[config.mk]
export PLATFORM = sky130hd
export DESIGN_NAME = pc_stall_ctrl
export DESIGN_NICKNAME = d
export VERILOG_FILES = /design/src/rtl/pc_stall_ctrl_pkg.sv /design/src/rtl/pc_stall_ctrl_cnt.sv /design/src/rtl/pc_stall_ctrl.sv
export SDC_FILE = /design/constraint.sdc
export NUM_CORES = 1
export LEC_CHECK = 0
export CORE_MARGIN = 5
export CORE_UTILIZATION = 40
export DETAILED_ROUTE_END_ITERATION = 8
export GPL_TIMING_DRIVEN = 0
export PLACE_DENSITY = 0.66
export SYNTH_ARGS = -nofsm -noshare
export SYNTH_HDL_FRONTEND = slang
export SYNTH_SLANG_ARGS = --single-unit
[constraint.sdc]
create_clock -name clk_i -period 5.28 [get_ports clk_i]
set_input_delay 0.528 -clock clk_i [delete_from_list [all_inputs] [get_ports clk_i]]
set_output_delay 0.528 -clock clk_i [all_outputs]
set_load 0.01 [all_outputs]
[src/rtl/pc_stall_ctrl_pkg.sv]
// Shared definitions for the PC / pipeline stall controller.
// State encoding, memory-port owner codes and counter width.
package pc_stall_ctrl_pkg;

    localparam int STALL_CNT_W = 16;

    localparam logic MEM_SEL_I = 1'b0;
    localparam logic MEM_SEL_D = 1'b1;

    typedef enum logic [2:0] {
        ST_IDLE  = 3'd0,
        ST_RUN   = 3'd1,
        ST_DFILL = 3'd2,
        ST_IFILL = 3'd3,
        ST_DRAIN = 3'd4
    } state_t;

    function automatic logic is_fill(input state_t s);
        return (s == ST_DFILL) || (s == ST_IFILL);
    endfunction

endpackage

[src/rtl/pc_stall_ctrl_cnt.sv]
// Saturating up-counter with increment enable.
// Holds at all-ones; cleared only by the asynchronous reset.
module sat_counter #(
    parameter int W = 16
) (
    input  logic         clk_i,
    input  logic         rst_i,
    input  logic         i_inc,
    output logic [W-1:0] o_cnt
);

    logic [W-1:0] r_cnt;
    logic         w_full;

    assign w_full = &r_cnt;

    always_ff @(posedge clk_i or negedge rst_i) begin
        if (!rst_i) begin
            r_cnt <= '0;
        end else if (i_inc && !w_full) begin
            r_cnt <= r_cnt + {{(W-1){1'b0}}, 1'b1};
        end
    end

    assign o_cnt = r_cnt;

endmodule

[src/rtl/pc_stall_ctrl.sv]
// PC enable / pipeline stall controller arbitrating cache fills
// over a shared memory port and deferring flushes across stalls.
module pc_stall_ctrl
    import pc_stall_ctrl_pkg::*;
(
    input  logic                   clk_i,
    input  logic                   rst_i,
    input  logic                   start_i,
    input  logic                   hd_i,
    input  logic                   branch_i,
    input  logic                   imiss_i,
    input  logic                   dmiss_i,
    input  logic                   mem_ack_i,
    output logic                   mem_req_o,
    output logic                   mem_sel_o,
    output logic                   ifill_done_o,
    output logic                   dfill_done_o,
    output logic                   pc_enable_o,
    output logic                   stall_o,
    output logic                   flush_o,
    output logic [STALL_CNT_W-1:0] stall_cnt_o
);

    state_t r_state;
    state_t w_state_nxt;
    logic   r_flush_pend;
    logic   w_flush_pend_nxt;
    logic   w_pc_en;
    logic   w_cnt_inc;
    logic   w_miss;

    assign w_miss = imiss_i | dmiss_i;

    always_ff @(posedge clk_i or negedge rst_i) begin
        if (!rst_i) begin
            r_state      <= ST_IDLE;
            r_flush_pend <= 1'b0;
        end else begin
            r_state      <= w_state_nxt;
            r_flush_pend <= w_flush_pend_nxt;
        end
    end

    always_comb begin
        w_state_nxt      = r_state;
        w_flush_pend_nxt = r_flush_pend;
        w_pc_en          = 1'b0;
        w_cnt_inc        = 1'b0;
        mem_req_o        = 1'b0;
        mem_sel_o        = MEM_SEL_I;
        ifill_done_o     = 1'b0;
        dfill_done_o     = 1'b0;
        stall_o          = 1'b0;
        flush_o          = 1'b0;

        unique case (r_state)
            ST_IDLE: begin
                w_flush_pend_nxt = 1'b0;
                if (start_i) begin
                    w_state_nxt = ST_RUN;
                end
            end

            ST_RUN: begin
                w_pc_en   = ~(hd_i | w_miss);
                stall_o   = w_miss;
                flush_o   = w_pc_en & (branch_i | r_flush_pend);
                w_cnt_inc = ~w_pc_en;
                if (!start_i) begin
                    w_state_nxt      = ST_IDLE;
                    w_flush_pend_nxt = 1'b0;
                end else begin
                    // A live flush consumes the pending flag the same cycle.
                    if (w_pc_en) begin
                        w_flush_pend_nxt = 1'b0;
                    end else begin
                        w_flush_pend_nxt = r_flush_pend | branch_i;
                    end
                    // D-side first: it belongs to the older instruction.
                    if (dmiss_i) begin
                        w_state_nxt = ST_DFILL;
                    end else if (imiss_i) begin
                        w_state_nxt = ST_IFILL;
                    end
                end
            end

            ST_DFILL: begin
                mem_req_o        = 1'b1;
                mem_sel_o        = MEM_SEL_D;
                stall_o          = 1'b1;
                w_cnt_inc        = 1'b1;
                w_flush_pend_nxt = r_flush_pend | branch_i;
                if (mem_ack_i) begin
                    dfill_done_o = 1'b1;
                    if (!start_i) begin
                        w_state_nxt = ST_DRAIN;
                    end else if (imiss_i) begin
                        w_state_nxt = ST_IFILL;
                    end else begin
                        w_state_nxt = ST_RUN;
                    end
                end
            end

            ST_IFILL: begin
                mem_req_o        = 1'b1;
                mem_sel_o        = MEM_SEL_I;
                stall_o          = 1'b1;
                w_cnt_inc        = 1'b1;
                w_flush_pend_nxt = r_flush_pend | branch_i;
                if (mem_ack_i) begin
                    ifill_done_o = 1'b1;
                    if (!start_i) begin
                        w_state_nxt = ST_DRAIN;
                    end else if (dmiss_i) begin
                        w_state_nxt = ST_DFILL;
                    end else begin
                        w_state_nxt = ST_RUN;
                    end
                end
            end

            ST_DRAIN: begin
                w_state_nxt      = ST_IDLE;
                w_flush_pend_nxt = 1'b0;
            end

            default: begin
                w_state_nxt      = ST_IDLE;
                w_flush_pend_nxt = 1'b0;
            end
        endcase
    end

    assign pc_enable_o = w_pc_en;

    sat_counter #(
        .W(STALL_CNT_W)
    ) u_stall_cnt (
        .clk_i (clk_i),
        .rst_i (rst_i),
        .i_inc (w_cnt_inc),
        .o_cnt (stall_cnt_o)
    );

endmodule
==> impl_metrics.yaml, run 1 <==
yosys:
  ys_warn_count: 0
  syn-num-nets: 116
  postSynthCellCount: 107
  synth-seq-area-share_pct: 46.9
  netlist_area_mm2: 0.00107
  synth-seq-cells: 20
  syn_avg_cell_area_um2: 9.97
  post_synth_num_cell_types: 35
cells_and_area:
  areaGrowthSynthToFinish_pct: 33.8
  layout_commonest_cell: "clkdlybuf4s50_1"
  nFillCells: 243
  register_area_um2: 500
  drive_gt1_share_pct: 7.14
  n_antenna_cell: 0
  multi_input_area_um2: 544
  nNetsFinal: 151
  final_cell_mix: "30 x clkdlybuf4s50_1, 20 x dfrtp_1, 9 x nand2_1, 9 x xor2_1, 8 x nor2_1"
pwr:
  pwr_density_cell_mw_per_mm2: 363
  p_leak_nw: 0.544
  peakVddDrop_mv: 0.277
  power_w: 0.000518
route:
  first_pass_iters: 4
  wl_per_cell_um: 14.2
  drc: 0
  num_vias: 931
  final_antenna_net_count: 0
  drt_iter0_markers: 27
  routed_wl_um: 2410
  via_per_inst: 5.48
grt:
  grt_max_degree: 21
  grt_use_total_pct: 14.2
  grt_pass1_wl_um: 4040
  antenna_found_initial: 0
  grt_pass1_vias: 904
  grt.overflow.total: 0
place:
  gp_congestion: 0.791
  dp_hpwl_um: 1850
  numPortBuffers: 30
worst_setup_path:
  rr_worst_depth: 5
  critPathTopFamily: "buffers and inverters"
  crit_path_frequent_cell: "clkdlybuf4s50_1"
  crit_end: "flush_o"
  path_class: "in -> out"
  r2r_slack_ns: 3.26
  cp_max_fo: 5
  reg2reg_from: "u_stall_cnt.o_cnt[0]"
  crit_start: "dmiss_i"
  cp.required_ns: 4.75
  crit_buf_inv: 2
  worstPathArrival_ns: 2.16
  r2r-end: "u_stall_cnt.o_cnt[15]"
  cp.depth: 4
  max_stage_delay_ns: 0.53
  worst_setup_path_start_kind: "input port"
  crit_path_top_delay_cell: "clkdlybuf4s50_1"
  cp_cell_sequence: "clkdlybuf4s50_1 -> nor4_1 -> o21a_1 -> clkdlybuf4s50_1"
  worst_setup_path_end_kind: "output pin"
sta:
  clock_skew_ns: 0.00146
  final.min_clock_period_ns: 2.69
  finalMaxSlewViolations: 0
  period_share_pct: 50.9
  hold_violations: 0
  worst_hold_slack_ns: 0.528
  setup_viol: 0
  max_slew_margin_pct: 42.2
  rsz0062_at_grt: "false"
  max_freq_ghz: 0.372
  tightestPinTransition_ns: 0.864
  tns_ns: 0
status:
  status: "completed"
floorplan:
  die_h_um: 61.7
  die_w_um: 61.7
  pin_count: 31
  start_util_pct: 42.3
  core_mm2: 0.00252
  row_count: 18
  dieArea_mm2: 0.00380
clock_network:
  htreeDepth: 1
  cts_max_path_buffers: 2
  cts_tree: "yes"
  cts_num_sinks: 20
  post_cts_resize_count: 0
  post-cts-setup-buffers: 0
  clock_latency_ns: 0.29
  root_buffer: "clkbuf_4"
  hold_buffers: 0
  cts_buffers: 3
  path_clk_slew_ns: 0.10
worst_hold_path:
  min_path_cells: 1
  min_path_type: "reg -> reg"
job:
  drv_cap: 0
## sequential cells by signal, indices dropped and copies added (netlist names)
| signal | flops |
|---|---|
| u_stall_cnt.o_cnt | 16 |
| r_flush_pend | 1 |
| r_state | 3 |
## power breakdown
| group | leakage (nW) | total [W] | switching, W | internal (W) |
|---|---|---|---|---|
| Sequential | 0.237 | 0.000234 | 0.0000435 | 0.000191 |
| Combinational | 0.293 | 0.000216 | 0.000101 | 0.000115 |
| Clock | 0.0138 | 0.0000681 | 0.0000416 | 0.0000265 |
## how the worst min path moves through the flow
| stage | start | end | slack [ns] |
|---|---|---|---|
| after floorplan | rst_i | r_flush_pend | 0.23 |
| after global placement | u_stall_cnt.o_cnt[15] | u_stall_cnt.o_cnt[15] | 0.51 |
| after detailed placement | u_stall_cnt.o_cnt[6] | u_stall_cnt.o_cnt[6] | 0.51 |
| after CTS | u_stall_cnt.o_cnt[6] | u_stall_cnt.o_cnt[6] | 0.53 |
| after global routing | u_stall_cnt.o_cnt[5] | u_stall_cnt.o_cnt[5] | 0.55 |
| final | u_stall_cnt.o_cnt[15] | u_stall_cnt.o_cnt[15] | 0.53 |
## cell families (layout without fill, tap and decap cells)
family,Yosys count,after routing,synth area share (%)
adders and majority gates,1,1,1.17
AOI/OAI and AO/OA,20,20,13.2
buffers and inverters,5,38,2.11
and+or+nand+nor,46,46,23.0
muxes,4,4,4.57
xor gates and xnor gates,11,11,9.03
DFF,20,20,46.9
## metrics by stage
stage	setup slack, ns	instance area [um2]	util, %	std cells
floorplan	3.43	1070	-	107
global placement	2.62	1410	55.7	167
detailed placement	2.60	1410	55.7	167
CTS	2.60	1430	56.6	170
global route	2.49	1430	56.6	170
finish	2.59	1430	56.6	170
## cell type report
type,instances,area share (%)
Clock buffer,3,1.58
Tap cell,30,2.63
Sequential cell,20,35.1
Multi-Input combinational cell,82,38.1
Buffer,2,0.789
Timing Repair Buffer,30,21.0
Inverter,3,0.789
## per-layer routing
metal,global-route usage [%],vias to the layer above,share of wire [%]
li1,-,463,-
met1,19.1,443,48
met2,22.3,23,48
met3,3.77,2,4.0
met4,4.24,0,0.79
met5,0,-,0
## synthesized netlist by cell type (all sizes together)
library cell | number | area share, %
a2111oi | 1 | 0.82
a21oi | 6 | 2.8
xor2 | 9 | 7.4
ha | 1 | 1.2
a21o | 1 | 0.70
o21a | 2 | 1.4
a211oi | 3 | 2.1
o21ai | 2 | 0.94
inv | 3 | 1.1
o211ai | 1 | 0.70
nand4 | 4 | 2.3
or4 | 1 | 1.1
mux2 | 4 | 4.6
o211a | 1 | 0.94
nand3 | 7 | 3.3
buf | 1 | 0.70
dfrtp | 20 | 47
and3 | 1 | 0.59
nor2 | 8 | 2.8
clkbuf | 1 | 0.35
nand2b | 3 | 1.8
nor2b | 1 | 0.59
nor3 | 4 | 2.3
xnor2 | 2 | 1.6
nor4 | 5 | 2.9
or3 | 1 | 0.59
and4 | 1 | 0.82
o31ai | 1 | 1.2
a2111o | 1 | 1.1
nand2 | 9 | 3.2
o22ai | 1 | 0.59
nand3b | 1 | 0.70
Power figures use the tool's default switching activity.
==> inputs of run 2 (changes only) <==
==> constraint.sdc (replaced) <==
create_clock -name clk_i -period 2.78 [get_ports clk_i]
set_input_delay 0.278 -clock clk_i [delete_from_list [all_inputs] [get_ports clk_i]]
set_output_delay 0.278 -clock clk_i [all_outputs]
set_load 0.01 [all_outputs]
==> results of run 2 <==
The final DEF is identical to that of run 1. Status: completed.
Main changes from that run: setup slack after placement 2.60 ns -> 0.596 ns; setup slack after layout 2.59 ns -> 0.455 ns; hold slack 0.528 ns -> 0.470 ns; start point of the critical path dmiss_i -> r_state[2]; register-to-register setup slack 3.26 ns -> 0.76 ns; total power 0.000518 W -> 0.000985 W; worst IR drop on VDD 0.277 mV -> 0.526 mV
==> inputs of run 3 (changes only) <==
==> constraint.sdc (replaced) <==
create_clock -name clk_i -period 2.15 [get_ports clk_i]
set_input_delay 0.215 -clock clk_i [delete_from_list [all_inputs] [get_ports clk_i]]
set_output_delay 0.215 -clock clk_i [all_outputs]
set_load 0.01 [all_outputs]
==> run 3 against run 2 <==
Compared with the run above: final cell count stayed put; via count decreased by 1.9%; cell area increased by 2.3%; worst hold slack worse by 0.075 ns; critical path depth is 1 lower; sequential cell count is the same; sequential share of layout area is 0.61 points lower; register-to-register slack got worse by 0.59 ns; largest cell class unchanged; global-route usage increased by 0.30 points; combinational power increased by 31%; wire length increased by 0.62%.
==> impl_metrics.yaml, run 3 (same netlist as run 1, synthesis figures left out) <==
status:
  status: "completed"
floorplan:
  die_h_um: 61.7
  die_w_um: 61.7
  start_util_pct: 42.3
  row_count: 18
  core_mm2: 0.00252
  pin_count: 31
  dieArea_mm2: 0.00380
clock_network:
  htreeDepth: 1
  cts_num_sinks: 20
  cts_max_path_buffers: 2
  clock_latency_ns: 0.29
  root_buffer: "clkbuf_4"
  cts_tree: "yes"
  path_clk_slew_ns: 0.10
  cts_buffers: 3
  hold_buffers: 0
worst_setup_path:
  worst_setup_path_start_kind: "flop"
  r2r_slack_ns: 0.17
  worstPathArrival_ns: 1.77
  cp_max_fo: 6
  path_class: "reg -> out"
  worst_setup_path_end_kind: "output pin"
  cp.required_ns: 1.93
place:
  dp_hpwl_um: 1850
  numPortBuffers: 30
  gp_congestion: 0.791
cells_and_area:
  largest_reg_flops: 16
  nFillCells: 243
  layout_commonest_cell: "clkdlybuf4s50_1"
  areaGrowthSynthToFinish_pct: 36.8
  final_cell_mix: "29 x clkdlybuf4s50_1, 18 x dfrtp_1, 9 x nand2_1, 9 x xor2_1"
  multi_input_area_um2: 568
  nNetsFinal: 151
  drive_gt1_share_pct: 11.4
  n_antenna_cell: 0
  register_area_um2: 503
route:
  first_pass_iters: 4
  wl_per_cell_um: 14.3
  via_per_inst: 5.37
  drc: 0
  final_antenna_net_count: 0
  num_vias: 913
  routed_wl_um: 2420
  drt_iter0_markers: 40
sta:
  setup_viol: 0
  hold_violations: 0
  clock_skew_ns: 0.000844
  final.min_clock_period_ns: 1.99
  finalMaxSlewViolations: 0
  worst_hold_slack_ns: 0.395
  max_freq_ghz: 0.504
  max_slew_margin_pct: 43.4
  rsz0062_at_grt: "false"
  tns_ns: 0
  tightestPinTransition_ns: 0.847
  period_share_pct: 92.3
grt:
  antenna_found_initial: 0
  grt_use_total_pct: 14.5
  grt.overflow.total: 0
  grt_max_degree: 21
  grt_pass1_vias: 924
  grt_pass1_wl_um: 4130
pwr:
  p_leak_nw: 0.566
  peakVddDrop_mv: 0.681
  pwr_density_cell_mw_per_mm2: 882
worst_hold_path:
  min_path_type: "in -> async"
job:
  drv_cap: 0
[run 3: cell types whose count changed in the layout (fill, tap and decap cells not counted)]
cell and delta:
dfrtp_2 +2, dlymetal6s2s_1 +1, nor4_2 +1, nor2_2 +1, clkdlybuf4s50_1 -1, nor2_1 -1
clkbuf_1 -1, buf_4 +1, dfrtp_1 -2, nor4_1 -2, nor4_4 +1
[run 3: stage by stage]
stage               total power, W  cell area [um2]  std cells  utilization, %  worst slack, ns
finish                     0.00129             1460        170            57.9            0.165
global route               0.00138             1460        170            57.9           0.0402
CTS                        0.00129             1430        169            56.7           0.0355
detailed placement         0.00111             1410        167            55.7           0.0297
global placement           0.00111             1410        167            55.7           0.0310
floorplan                 0.000834             1070        107               -            0.342
[run 3: metal layers]
layer | vias to the layer above | global-route usage, % | wire [um]
met5 | - | 0 | 0
met4 | 0 | 4.24 | 19
met3 | 2 | 3.77 | 78
met2 | 13 | 23.0 | 1180
met1 | 437 | 19.4 | 1150
li1 | 461 | - | -
[run 3: worst paths after layout]
path,start,to,cells past startpoint
min,rst_i,r_state[0],1
max reg2reg,u_stall_cnt.o_cnt[0],u_stall_cnt.o_cnt[12],5
min in group clk_i,u_stall_cnt.o_cnt[15],u_stall_cnt.o_cnt[15],1
max,r_state[1],dfill_done_o,5
max in group asynchronous,rst_i,r_state[2],1
min reg2reg,u_stall_cnt.o_cnt[15],u_stall_cnt.o_cnt[15],1
[run 3: critical path: stages, from the launching register on]
cell             delay (ns)
dfrtp_2                0.42
inv_1                  0.12
nor2_2                 0.21
nand2_1                0.10
nor2_1                 0.09
clkdlybuf4s50_1        0.54
[run 3: cell type report]
| type | count | area share (%) |
|---|---|---|
| Buffer | 1 | 0.514 |
| Clock buffer | 3 | 1.54 |
| Inverter | 3 | 0.771 |
| Multi-Input combinational cell | 82 | 38.9 |
| Sequential cell | 20 | 34.4 |
| Tap cell | 30 | 2.57 |
| Timing Repair Buffer | 31 | 21.3 |
[run 3: report_power, final]
part | internal (W) | switching [W]
registers | 0.000470 | 0.000111
clock network | 0.0000652 | 0.000103
logic | 0.000287 | 0.000253
total | 0.000821 | 0.000467
[run 3: repair_timing]
item	in CTS	in global routing
buffers inserted	0	1
setup endpoints to repair	2	9
gates resized for setup	1	6
==> RTL edit, RTL diff (settings of run 1) <==
Set the package constant `STALL_CNT_W` to 32 (it was 16).
--- a/src/rtl/pc_stall_ctrl_pkg.sv
+++ b/src/rtl/pc_stall_ctrl_pkg.sv
@@ -3,5 +3,5 @@
 package pc_stall_ctrl_pkg;
 
-    localparam int STALL_CNT_W = 16;
+    localparam int STALL_CNT_W = 32;
 
     localparam logic MEM_SEL_I = 1'b0;
Ports: changed (resized stall_cnt_o); port bits go from 31 to 47. No check against the original RTL was run, so the function may have changed too.
==> RTL edit against run 1 <==
  * Area after synthesis grew 76%
  * Total power is 75% higher
  * Design area rose by 75%
  * Register-to-register slack worse by 0.16 ns
  * Largest power group is now combinational cells
  * Sequential cell count is 16 higher
  * Routed wire length up 84%
  * Worst setup slack lost 0.0090 ns
  * Core utilization shrank 2.7 points
  * Largest cell class unchanged
==> RTL edit: results (changes against run 1) <==
stage;metric;value;unit;change
worst_hold_path;hp-class;input port to asynchronous set/reset pin;;
yosys;syn_nets;198;;+71%
detailed_routing;wl_per_cell;15.0;um;+5.5%
finish;nFillCells;452;;+86%
power;ir_worst_vdd;0.225;mV;-19%
finish;drive_above_1_share;9.88;%;+2.7 points
yosys;synthTopCellsByArea;dfrtp_1, xnor2_1, nand4_1, xor2_1, nand2_1;;
yosys;yosysSeqAreaShare;47.9;%;+1.0 points
finish;clockBufferCount;6;;+3
finish;nNonClkBuffers;51;;+59%
yosys;synth_compound_area_share;7.99;%;-5.3 points
global_routing;grt_usage;16.2;%;+2.0 points
place;hpwlAfterDp;3270;um;+77%
finish;nNonClkInverters;8;;+5
yosys;netlist_top_cells_count;dfrtp_1, xnor2_1, nand2_1, nor2_1, nand4_1;;
finish;final-clk-cell-share;3.71;%;+2.1 points
global_routing;grt_pass1_wl;7850;um;+95%
clock_network;numClockSinks;36;;+80%
finish;largest_register_ff_count;32;;+16
global_routing;grt_pass1_vias;1689;;+87%
clock_network;clk_pin_slew;0.08;ns;-0.02 ns
detailed_routing;firstDrtPassIters;4;;unchanged
detailed_routing;num_vias;1645;;+77%
power;p_sw_share;36.9;%;+1.1 points
yosys;synth_cell_types;39;;+11%
place;gp_congestion;0.812;;+2.7%
finish;buffer_area_share;19.2;%;-2.6 points
finish;nets;251;;+66%
yosys;yosys.area_share.adder;0.666;%;-0.51 points
place;place.port_buffers;46;;+53%
detailed_routing;drt_iter0_markers;75;;+180%
timing;skew;0.00912;ns;+0.00766 ns
global_routing;antenna_found_initial;0;;unchanged
power;switching_power;0.000334;W;+80%
finish;multi_input_cells;140;;+71%
global_routing;grt_max_degree;37;;+76%
yosys;synthMuxAreaShare;0.533;%;-4.0 points
power;p_comb;0.000354;W;+64%
power;leakage;1.05;nW;+94%
timing;tightest_slew;0.774;ns;-0.0894 ns
clock_network;numCtsBuffers;5;;+2
clock_network;cts_root_buffer;clkbuf_8;;
power;pwr-share-seq;38.5;%;-6.7 points
yosys;synth-xor-area-share;13.0;%;+4.0 points
clock_network;h-tree-depth;2;;+1
finish;multi_input_area;925;um^2;+70%
run_status;status;completed;;
finish;seq_area;901;um^2;+80%
==> RTL edit: path summary, 6_finish.rpt <==
path,startpoint,end,slack (ns),cells past startpoint
hold / removal,rst_i,u_stall_cnt.o_cnt[11],0.31,1
setup / recovery,dmiss_i,flush_o,2.58,6
max in group asynchronous,rst_i,u_stall_cnt.o_cnt[28],4.48,1
hold reg to reg,u_stall_cnt.o_cnt[7],u_stall_cnt.o_cnt[7],0.52,1
min in group clk_i,u_stall_cnt.o_cnt[7],u_stall_cnt.o_cnt[7],0.52,1
setup reg to reg,u_stall_cnt.o_cnt[0],u_stall_cnt.o_cnt[4],3.10,7
==> RTL edit: logic make-up after synthesis <==
logic type | Yosys count
fa+ha+maj | 1
buf+inv | 13
mux | 1
compound gates | 22
xor+xnor | 28
simple gates | 88
flops | 36
==> RTL edit: metrics by stage <==
step / hold WS, ns / util [%] / setup slack [ns] / cells / cell area, um^2
final: 0.306 / 53.9 / 2.58 / 297 / 2490
after global placement: 0.507 / 52.0 / 2.59 / 289 / 2410
after floorplan: 0.232 / - / 3.30 / 189 / 1880
after detailed placement: 0.510 / 51.9 / 2.58 / 289 / 2400
after CTS: 0.337 / 53.9 / 2.58 / 297 / 2490
after global routing: 0.375 / 53.9 / 2.51 / 297 / 2490
==> RTL edit: critical path: stages <==
cell             delay, ns
clkdlybuf4s50_1       0.48
nor2_1                0.13
nand2_1               0.06
nor4_1                0.28
o21a_1                0.17
clkdlybuf4s50_1       0.53
==> RTL edit: routing by layer <==
metal	wire (um)	GRT usage [%]	share of wire (%)
met5	0	0	0
met3	324	5.28	7.3
met1	2030	21.2	46
met4	82	6.99	1.8
met2	2000	24.4	45
